`src/rtl/modinv_invert_loop_ctrl.sv`:
```
// Iteration sequencer for the binary almost-inverse loop: alternates precompute and
// update helper runs, freezes the comparison flags between them and counts iterations.
module modinv_invert_loop_ctrl #(
  parameter int OPERAND_NUM_BITS = 256,
  parameter int MAX_ITERATIONS   = 2 * OPERAND_NUM_BITS,
  parameter int ITER_CNT_BITS    = 10
) (
  input  logic                     clk,
  input  logic                     rst_n,
  input  logic                     ena,
  output logic                     rdy,
  output logic                     done_ok,
  output logic                     err_overrun,
  output logic [ITER_CNT_BITS-1:0] k,
  output logic                     prep_ena,
  input  logic                     prep_rdy,
  input  logic                     u_gt_v_in,
  input  logic                     v_eq_1_in,
  input  logic                     u_is_even_in,
  input  logic                     v_is_even_in,
  output logic                     upd_ena,
  input  logic                     upd_rdy,
  output logic                     u_gt_v,
  output logic                     v_eq_1,
  output logic                     u_is_even,
  output logic                     v_is_even
);

  typedef enum logic [2:0] {
    ST_IDLE      = 3'd0,
    ST_PREP_TRIG = 3'd1,
    ST_PREP_GAP  = 3'd2,
    ST_PREP_WAIT = 3'd3,
    ST_DECIDE    = 3'd4,
    ST_UPD_TRIG  = 3'd5,
    ST_UPD_GAP   = 3'd6,
    ST_UPD_WAIT  = 3'd7
  } state_t;

  localparam logic [ITER_CNT_BITS-1:0] MAX_K  = ITER_CNT_BITS'(MAX_ITERATIONS);
  localparam logic [ITER_CNT_BITS-1:0] K_ZERO = {ITER_CNT_BITS{1'b0}};
  localparam logic [ITER_CNT_BITS-1:0] K_ONE  = ITER_CNT_BITS'(1);

  state_t                   state_q, state_d;
  logic [ITER_CNT_BITS-1:0] k_q, k_d;
  logic                     done_ok_q, done_ok_d;
  logic                     err_q, err_d;
  // Flag order: {u_gt_v, v_eq_1, u_is_even, v_is_even}
  logic [3:0]               flags_q, flags_d;

  // Next-state and datapath decode; flags only move on the precompute capture edge
  always_comb begin
    state_d   = state_q;
    k_d       = k_q;
    done_ok_d = done_ok_q;
    err_d     = err_q;
    flags_d   = flags_q;
    case (state_q)
      ST_IDLE: begin
        if (ena) begin
          k_d       = K_ZERO;
          done_ok_d = 1'b0;
          err_d     = 1'b0;
          state_d   = ST_PREP_TRIG;
        end else begin
          state_d = ST_IDLE;
        end
      end
      ST_PREP_TRIG: state_d = ST_PREP_GAP;
      ST_PREP_GAP:  state_d = ST_PREP_WAIT;
      ST_PREP_WAIT: begin
        if (prep_rdy) begin
          flags_d = {u_gt_v_in, v_eq_1_in, u_is_even_in, v_is_even_in};
          state_d = ST_DECIDE;
        end else begin
          state_d = ST_PREP_WAIT;
        end
      end
      ST_DECIDE: begin
        if (flags_q[2]) begin
          done_ok_d = 1'b1;
          state_d   = ST_IDLE;
        end else if (k_q == MAX_K) begin
          err_d   = 1'b1;
          state_d = ST_IDLE;
        end else begin
          state_d = ST_UPD_TRIG;
        end
      end
      ST_UPD_TRIG: state_d = ST_UPD_GAP;
      ST_UPD_GAP:  state_d = ST_UPD_WAIT;
      ST_UPD_WAIT: begin
        // DECIDE already refused to launch an update at MAX_K, so this cannot wrap
        if (upd_rdy) begin
          k_d     = k_q + K_ONE;
          state_d = ST_PREP_TRIG;
        end else begin
          state_d = ST_UPD_WAIT;
        end
      end
      default: state_d = ST_IDLE;
    endcase
  end

  // State and datapath registers with synchronous active-low reset
  always_ff @(posedge clk) begin
    if (!rst_n) begin
      state_q   <= ST_IDLE;
      k_q       <= K_ZERO;
      done_ok_q <= 1'b0;
      err_q     <= 1'b0;
      flags_q   <= 4'b0000;
    end else begin
      state_q   <= state_d;
      k_q       <= k_d;
      done_ok_q <= done_ok_d;
      err_q     <= err_d;
      flags_q   <= flags_d;
    end
  end

  assign rdy         = (state_q == ST_IDLE);
  assign prep_ena    = (state_q == ST_PREP_TRIG);
  assign upd_ena     = (state_q == ST_UPD_TRIG);
  assign done_ok     = done_ok_q;
  assign err_overrun = err_q;
  assign k           = k_q;
  assign u_gt_v      = flags_q[3];
  assign v_eq_1      = flags_q[2];
  assign u_is_even   = flags_q[1];
  assign v_is_even   = flags_q[0];

endmodule

```
`config.mk`:
```
export PLATFORM = sky130hd
export DESIGN_NAME = modinv_invert_loop_ctrl
export DESIGN_NICKNAME = d
export VERILOG_FILES = /design/src/rtl/modinv_invert_loop_ctrl.sv
export SDC_FILE = /design/constraint.sdc
export NUM_CORES = 1
export LEC_CHECK = 0
export ABC_CLOCK_PERIOD_IN_PS = 2800
export BUFFER_PORTS_ARGS = -buffer_cell sky130_fd_sc_hd__buf_2
export CORE_AREA = 2 2 45 47
export DETAILED_ROUTE_END_ITERATION = 16
export DIE_AREA = 0 0 47 49
export PLACE_DENSITY_LB_ADDON = 0.3
export SKIP_LAST_GASP = 1
export SYNTH_ARGS = -nofsm -noshare
export SYNTH_HDL_FRONTEND = slang
export SYNTH_SLANG_ARGS = --single-unit
export TNS_END_PERCENT = 5
```
`constraint.sdc`:
```
create_clock -name clk -period 2.8 [get_ports clk]
set_clock_uncertainty 0.1 [all_clocks]
set_input_delay 0.56 -clock clk [delete_from_list [all_inputs] [get_ports clk]]
set_output_delay 0.56 -clock clk [all_outputs]
set_load 0.02 [all_outputs]
```
# After elaboration in Yosys (flattened, before gate mapping)
# Index checks and enable logic that the tools add are counted.
# W data, S select, Z words.
# classes
addsub,1
n_eq_ne,13
muxes,15
n_reduce_logical,7
# ops
op,n
$pmux W3 S8,1
$mux W10,2
$pmux W10 S2,1
$eq A3 B3 Y1 const B,4
$mux W3,4
$add A10 B1 Y10 const B,1
$eq A10 B10 Y1 const B,1
$ne A2 B2 Y1 const B,5
$eq A3 B2 Y1 const B,2
$reduce_and A3 Y1,2
$mux W1,5
$pmux W1 S2,2
$reduce_and A4 Y1,1
$reduce_bool A2 Y1,2
$eq A3 B1 Y1 const B,1
$logic_not A3 Y1,1
$reduce_and A2 Y1,1
# totals
reg_bits,19
input_bits,9
out_inout_bits,19
word_cells,41

# Depth between registers and ports, before layout
# Gate-level depths: netlist of run 1.
# depth
word_depth,4
depth_mapped,5
ltp_nobuf,5

# Worst setup path before layout of run 1
# OpenSTA, ideal clock, no wires.
# synth_timing
path_kind,input to register
start,input port ena
end,register k_q[8] (netlist: k[8])
setup_ns,0.071
arrival_time_ns,1.831
required_time_ns,2.629
setup_slack_ns,0.798
path_stages,5
n_path_buf,1
path_cell_list,or4b_1 buf_2 a211o_1 or3_1 a21oi_1
# synth_between
elab_chain_len,2
# synth_rtl
item,line,rtl
start: declaration,10,"input logic ena,"
$ne A2 B2 Y1 (no source line),--,
$reduce_and A3 Y1 (no source line),--,
end signal: assignment,115,k_q <= k_d;
end: declaration,45,"logic [ITER_CNT_BITS-1:0] k_q, k_d;"
# No other way between the ends.
# A chain may end at the register's enable or synchronous reset.

# Worst setup path after layout of run 1
# layout_timing
start,register state_q[0]
end,register k_q[8] (netlist: k[8])
# layout_between
elab_chain_len,3
word_cells_on_any_way,7
cone_classes,3 x eq/ne; 1 x mux; 3 x reduce/logical
# layout_rtl
item,line,rtl
start: declaration,44,"state_t state_q, state_d;"
start signal: assignment,114,state_q <= state_d;
$eq A3 B3 Y1 or $logic_not A3 Y1 (tied branches),58,case (state_q)
$ne A2 B2 Y1 (no source line) or $reduce_bool A2 Y1 (tied branches),--,
$reduce_and A3 Y1 (no source line),--,
# Several ways; a longest one is shown, not always the timed one.

==> metrics, run 1 <==
post-CTS sizing 0; post-synthesis compound-gate area fraction 0.161; post-synthesis cell area 935 sq um; MaxCap Viol Count 0; post-synth net total 120; top post-synthesis cells by area dfxtp_1 (41%), nor2_1 (6.4%), xnor2_1 (4.7%), mux2i_1 (4.3%), nand4_1 (3.3%); Clk pwr share 0.281; post-synthesis sequential area ratio 0.407; Max VDD drop 0.000300 V; WP data arrival 2.22 ns; Tcrit/Tclk final 0.746; detailed placer's ending HPWL 1540 microns; # DRC 0; Syn Inst Count 109; Critical Path RT 2.93 ns; Cells on Worst Hold Path 2; deepest level of the CTS H-tree 1; slew margin rel. 0.594; die height 49 microns; Synth Register Bits 19; met3 Resource Use GR 0.0370; syn avg cell area 8.57 sq um; mux contribution to synthesized area 0.0549; Worst Setup End Kind register; Synth top area share 0.407; gr busiest metal met2; Final #Nets 148; Crit Path Max Fanout 12; clock sink count 19; ant diodes 0; Fmax 479 MHz; critical setup path kind register to register; share of cells above drive strength 1 0.235; drt wl/cell 12.2 microns; Clock Tree Buf Depth 2; Sw Share 0.275; synth warn 0; crit path time final 2.09 ns; antenna violations before repair 0; outcome completed; routing usage on met1 0.257; largest net degree at the start of global routing 14; final hold slack 0.383 ns; worst min-delay path class register to register; Setup Fix Bufs, Post-CTS 0; Cell variety after synth 35; final hold viol count 0; vias post-DR 867; DIE WIDTH 47 microns; PortBufs 27; Antenna Nets Post-Route 0; Skew-Pair Late Insertion Delay 0.29 ns; cts bufs inserted 3; Hold-fix buffers, CTS 0; CTS clock-pin slew for the worst setup and hold paths 0.10 ns; Pre-antenna DRT Iters 4; Int Power 356 uW; Worst-Margin Slew 0.600 ns; Synth area leader dfxtp_1; total I/O pin count 28; All-Layer GR Usage 0.199; final setup fails 0; Cell Rows 16; CTS root buf clkbuf_4; 1st-iter DRT viols 10; die area 2300 sq um; vias in the first global route 802; global-route wire length before repair 3460 microns; largest family of logic cells by synthesized area simple AND/OR/NAND/NOR gates; met2 Use GR 0.329; Worst R2R Path Depth 4; Starting Density 0.507; Critical Path Start Type register; XOR/XNOR Fraction of Synth Area 0.0656; vias per std cell 5.32; fill cell count 186; Post-Synth Adder-Cell Area 0.0268; Post-Synth Simple-Gate Area 0.236; core area 1840 sq um; LEAKAGE 0.480 nW; Routed WL 2000 microns; pwr/cell area 441 nW/um^2; grt total ovfl 0; Seq pwr share 0.587; RSZ-0062 raised after global routing false; CTS tree yes; Psw 135 uW; combinational share of power 0.131; routability cong. 0.942; Slew Limit Fails 0; setup TNS 0 ns; Synth-to-Final Area Change 19.1%
-- cells in the mapped netlist --
cell type	count
o2111ai_1	1
or4b_1	1
mux2_2	1
or3_1	1
and4_1	1
nand4b_1	1
xor2_1	2
a211o_1	1
nor2_1	16
a2111oi_2	1
clkbuf_1	3
nor2b_1	1
o22a_1	1
nand3_1	2
nand2b_1	1
ha_1	2
xnor2_1	5
and2_1	1
nand4_1	5
a21o_1	1
inv_1	7
a32oi_1	1
o21ai_0	5
a2bb2oi_1	1
a211oi_1	3
nor3_1	2
clkinv_1	1
nor4b_1	2
dfxtp_1	19
and3_1	2
a2111o_1	1
nand2_1	7
a21oi_1	5
mux2i_1	4
buf_2	1
-- state kept, by name, indices dropped and copies added, names as in the netlist --
name,count
done_ok,1
state_q,3
k,10
flags_q,4
err_overrun,1
-- metal layers --
| metal | vias to the layer above | part of all wire |
|---|---|---|
| met3 | 5 | 0.041 |
| met2 | 23 | 0.53 |
| li1 | 439 | - |
| met4 | 0 | 0.015 |
| met1 | 400 | 0.41 |
| met5 | - | 0 |
-- cells in the final DEF, fill, tap and decap left out, types with 2 or more instances in the layout --
cell,instances
nand4_1,5
a211oi_1,3
nor2_1,16
buf_2,27
dfxtp_1,19
mux2i_1,4
inv_1,7
nand2_1,7
o21ai_0,5
and3_1,2
ha_1,2
nor3_1,2
nor4b_1,2
xnor2_1,5
xor2_1,2
a21oi_1,5
nand3_1,2
clkbuf_4,3
-- per-stage QoR --
step / instance area [sq um] / worst slack (ns) / util / cells / power, mW
final: 1110 / 0.711 / 0.605 / 163 / 0.491
after floorplan: 935 / 0.798 / - / 109 / 0.338
after global placement: 1090 / 0.623 / 0.590 / 159 / 0.356
after CTS: 1110 / 0.710 / 0.605 / 163 / 0.496
after global routing: 1110 / 0.590 / 0.605 / 163 / 0.517
after detailed placement: 1090 / 0.575 / 0.590 / 159 / 0.359
-- worst paths after layout --
kind | from | end | slack (ns)
worst max-delay path | state_q[0] | k[8] | 0.71
worst max register to register | state_q[0] | k[8] | 0.71
worst min-delay path | err_overrun | err_overrun | 0.38
worst min register to register | err_overrun | err_overrun | 0.38
-- critical path: stages (launching register included) --
cell and delay (ns):
dfxtp_1 0.42, or4b_1 0.69, a211o_1 0.35, or3_1 0.31
a21oi_1 0.14
-- cell type report --
cell class	count	area, sq um	area share
clock buffers	4	26.3	0.0236
inverters	8	30.0	0.0270
multi-input cells	78	508	0.456
flip-flops and latches	19	380	0.342
well taps	27	33.8	0.0303
repair buffers	27	135	0.121
-- power groups by stage --
stage	registers [mW]	logic [mW]	clock network (mW)
3_3_place_gp	0.294	0.0623	0
6_report	0.288	0.0644	0.138
2_1_floorplan	0.286	0.0524	0
4_1_cts	0.288	0.0647	0.144
5_1_grt	0.291	0.0722	0.154
3_5_place_dp	0.294	0.0645	0
-- kinds of logic after synthesis --
logic type      after synthesis
mux                           5
fa+ha+maj                     2
flops                        19
xor+xnor                      7
compound gates               21
buf+inv                      12
simple gates                 43
Power figures use the tool's default switching activity.
==> run 2: changes to the inputs <==
--- a/config.mk
+++ b/config.mk
@@ -5,11 +5,11 @@
 export SDC_FILE = /design/constraint.sdc
 export NUM_CORES = 1
 export LEC_CHECK = 0
-export ABC_CLOCK_PERIOD_IN_PS = 2800
+export ABC_CLOCK_PERIOD_IN_PS = 2100
 export BUFFER_PORTS_ARGS = -buffer_cell sky130_fd_sc_hd__buf_2
-export CORE_AREA = 2 2 45 47
+export CORE_AREA = 2 2 47 49
 export DETAILED_ROUTE_END_ITERATION = 16
-export DIE_AREA = 0 0 47 49
+export DIE_AREA = 0 0 49 51
 export PLACE_DENSITY_LB_ADDON = 0.3
 export SKIP_LAST_GASP = 1
 export SYNTH_ARGS = -nofsm -noshare
==> constraint.sdc (replaced) <==
create_clock -name clk -period 2.1 [get_ports clk]
set_clock_uncertainty 0.1 [all_clocks]
set_input_delay 0.42 -clock clk [delete_from_list [all_inputs] [get_ports clk]]
set_output_delay 0.42 -clock clk [all_outputs]
set_load 0.02 [all_outputs]
==> run 2 against run 1 <==
Against the previous run:
- final area increased by 3.5%
- sequential share of layout area decreased by 1.1 points
- die area increased by 8.5%
- largest power group unchanged
==> metrics, run 2 (same netlist as run 1, synthesis figures left out) <==
CTS tree yes; combinational share of power 0.172; Layout Cells excl Fill 169; RSZ-0062 raised after global routing false; 1st-iter DRT viols 16; PortBufs 27; die area 2500 sq um; Pre-antenna DRT Iters 4; vias in the first global route 809; slew margin rel. 0.606; largest net degree at the start of global routing 13; Synth-to-Final Area Change 23.3%; Design Area, Final 1150 sq um; Tcrit/Tclk final 0.877; Slowest-stage cell, CP or4b_1; All-Layer GR Usage 0.172; Slew Limit Fails 0; Worst-Margin Slew 0.583 ns; Routed WL 1930 microns; LEAKAGE 0.505 nW; placed cells 165; Max VDD drop 0.000366 V; pwr/cell area 576 nW/um^2; setup TNS 0 ns; cts bufs inserted 3; vias post-DR 878; CTS root buf clkbuf_4; fin util 0.559; Post-DP Area 1130 sq um; crit path time final 1.84 ns; Largest register FFs 10; MaxCap Viol Count 0; total I/O pin count 28; Crit Path Max Fanout 4; Critical Path RT 2.17 ns; CTS clock-pin slew for the worst setup and hold paths 0.11 ns; Top delay family on crit path simple AND/OR/NAND/NOR gates; Starting Density 0.453; detailed placer's ending HPWL 1520 microns; antenna violations before repair 0; deepest level of the CTS H-tree 1; Psw 177 uW; Cells on Worst Hold Path 3; WP data arrival 1.92 ns; Final #Nets 153; pre-CTS setup slack 0.123 ns; most frequent cells in the layout buf_2 (27), dfxtp_1 (19), nor2_1 (16), inv_1 (7), nand2_1 (7); final hold slack 0.259 ns; critical setup path kind register to register; outcome completed; fin worst setup slack 0.259 ns; Setup Fix Bufs, Post-CTS 0; Fmax 543 MHz; Sw Share 0.266; Clk pwr share 0.269; share of cells above drive strength 1 0.262; Largest stage delay, worst path 0.57 ns; # DRC 0; Hold-fix buffers, CTS 0; die height 51 microns; Power Total 664 uW; drt wl/cell 11.4 microns; Cell Rows 17; Clock Tree Buf Depth 2; grt total ovfl 0; clock sink count 19; routability cong. 0.880; core area 2060 sq um; post-CTS sizing 0; Skew-Pair Late Insertion Delay 0.29 ns; CP Cell Sequence or4b_1 > buf_4 > a2111o_1 > xor2_1 > nor2_1; vias per std cell 5.20; DIE WIDTH 49 microns; Seq pwr share 0.559; global-route wire length before repair 3390 microns; Critical Path Start Type register; commonest non-fill, non-tap cell in the layout buf_2; final hold viol count 0; Worst path depth 5; Int Power 488 uW; Worst Path Buf+Inv 1; final setup fails 0; Worst R2R Path Depth 5; worst min-delay path class input pin to register; Worst Setup End Kind register; Antenna Nets Post-Route 0; ant diodes 0
run 2: cell types whose count changed in the layout (fill, tap and decap cells not counted):
cell / before / now
buf_4: 0 / 5
run 2: area by class of cell:
class	count	area [sq um]
timing repair buffer	32	173
tap	28	35.0
clock buffer	4	26.3
sequential	19	380
inverter	8	30.0
fill	205	911
multi-input combinational	78	508
run 2: tightest hold or removal path, delay by kind of cell:
family        cells  cell delay (ns)
buf+inv           1             0.08
simple gates      1             0.07
mux               1             0.05
run 2: power by group through the flow:
| stage | clock network (mW) | registers [mW] | logic (mW) |
|---|---|---|---|
| detailed placement | 0 | 0.380 | 0.113 |
| global placement | 0 | 0.379 | 0.112 |
| global route | 0.201 | 0.372 | 0.126 |
| finish | 0.179 | 0.371 | 0.114 |
| floorplan | 0 | 0.381 | 0.0699 |
| CTS | 0.185 | 0.372 | 0.113 |
run 2: path summary, 6_finish.rpt:
check	from	end	slack, ns
min	v_eq_1_in	flags_q[2]	0.26
max	state_q[0]	k[6]	0.26
min reg2reg	err_overrun	err_overrun	0.39
max reg2reg	state_q[0]	k[6]	0.26
run 2: layer usage:
layer / GRT usage / vias to the layer above / routed length [microns]
met4: 0.0905 / 0 / 33
met5: 0 / - / 0
li1: - / 451 / -
met2: 0.304 / 24 / 924
met3: 0.0322 / 4 / 80
met1: 0.198 / 399 / 892
==> run 3: changes to the inputs <==
--- a/config.mk
+++ b/config.mk
@@ -11,6 +11,7 @@
 export DETAILED_ROUTE_END_ITERATION = 16
 export DIE_AREA = 0 0 49 51
 export PLACE_DENSITY_LB_ADDON = 0.3
+export RECOVER_POWER = 50
 export SKIP_LAST_GASP = 1
 export SYNTH_ARGS = -nofsm -noshare
 export SYNTH_HDL_FRONTEND = slang
==> run 3 against run 2 <==
Against the previous run:
- die area stayed put
- global-route usage stayed put
- largest cell class unchanged
- cell count stayed put
- maximum frequency is 0.15% higher
- final area is 1.8% lower
- register-to-register slack hardly changed
- sequential share of layout area is 0.62 points higher
- critical path type unchanged
- clock power hardly changed
==> metrics, run 3 (same netlist as run 1, synthesis figures left out) <==
pre-CTS setup slack 0.123 ns; cts bufs inserted 3; slew margin rel. 0.608; DIE WIDTH 49 microns; All-Layer GR Usage 0.172; vias per std cell 5.14; critical setup path kind register to register; drt wl/cell 11.6 microns; Starting Density 0.453; antenna violations before repair 0; Max VDD drop 0.000365 V; crit path time final 1.84 ns; WP data arrival 1.92 ns; total I/O pin count 28; clock sink count 19; outcome completed; post-CTS sizing 0; Clock Tree Buf Depth 2; final hold viol count 0; ant diodes 0; Antenna Nets Post-Route 0; worst min-delay path class input pin to register; Largest register FFs 10; commonest non-fill, non-tap cell in the layout dfxtp_1; Synth-to-Final Area Change 21.0%; Worst-Margin Slew 0.580 ns; Hold-fix buffers, CTS 0; vias in the first global route 809; Final #Nets 153; Cell Rows 17; core area 2060 sq um; detailed placer's ending HPWL 1520 microns; share of cells above drive strength 1 0.156; vias post-DR 868; grt total ovfl 0; CTS tree yes; Pre-antenna DRT Iters 4; MaxCap Viol Count 0; largest net degree at the start of global routing 13; final setup fails 0; CTS root buf clkbuf_4; Tcrit/Tclk final 0.875; Skew-Pair Late Insertion Delay 0.29 ns; CTS clock-pin slew for the worst setup and hold paths 0.11 ns; die height 51 microns; 1st-iter DRT viols 15; LEAKAGE 0.440 nW; Power Total 664 uW; Setup Fix Bufs, Post-CTS 0; deepest level of the CTS H-tree 1; fin worst setup slack 0.262 ns; Fmax 544 MHz; Crit Path Max Fanout 4; Routed WL 1950 microns; Slew Limit Fails 0; Post-DP Area 1130 sq um; setup TNS 0 ns; routability cong. 0.880; global-route wire length before repair 3390 microns; # DRC 0; die area 2500 sq um; fin util 0.548; most frequent cells in the layout dfxtp_1 (19), nor2_1 (16), clkbuf_1 (16), buf_2 (13); pwr/cell area 587 nW/um^2; Critical Path Start Type register; Design Area, Final 1130 sq um; RSZ-0062 raised after global routing false; Worst Setup End Kind register; PortBufs 27; Critical Path RT 2.18 ns
## run 3: cell types whose count changed in the layout (fill, tap and decap cells not counted)
cell / previous run / this run
buf_2: 27 / 13
clkbuf_1: 1 / 16
buf_4: 5 / 4
## run 3: stage by stage
stage               instances  hold WS, ns
floorplan                 109        0.449
global placement          165        0.372
detailed placement        165        0.377
CTS                       169        0.254
global route              169        0.277
finish                    169        0.260
## run 3: area by class of cell
cell class | instances | area, sq um
Tap cell | 28 | 35.0
Clock buffer | 4 | 26.3
Timing Repair Buffer | 32 | 151
Inverter | 8 | 30.0
Sequential cell | 19 | 380
Fill cell | 216 | 932
Multi-Input combinational cell | 78 | 508
## run 3: worst max-delay path, cell delays in order (launching register included)
cell and delay, ns:
dfxtp_1 0.33, or4b_1 0.57, buf_4 0.17, a2111o_1 0.37, xor2_1 0.14, nor2_1 0.05
## run 3: final timing paths
check              start           to  slack (ns)  cells past startpoint
max reg2reg   state_q[0]         k[6]        0.26                      5
min reg2reg  err_overrun  err_overrun        0.39                      2
max           state_q[0]         k[6]        0.26                      5
min            v_eq_1_in   flags_q[2]        0.26                      3
## run 3: layer usage
layer  routed length [microns]  GRT usage  vias to the layer above
met5                         0          0                        -
met4                        33     0.0905                        0
met3                        74     0.0322                        4
met2                       922      0.304                       20
met1                       923      0.198                      394
li1                          -          -                      450
## run 3: report_power, final
group | internal (mW) | total [mW] | switching [mW]
clock network | 0.0737 | 0.181 | 0.107
logic | 0.0441 | 0.112 | 0.0675
registers | 0.368 | 0.371 | 0.00383
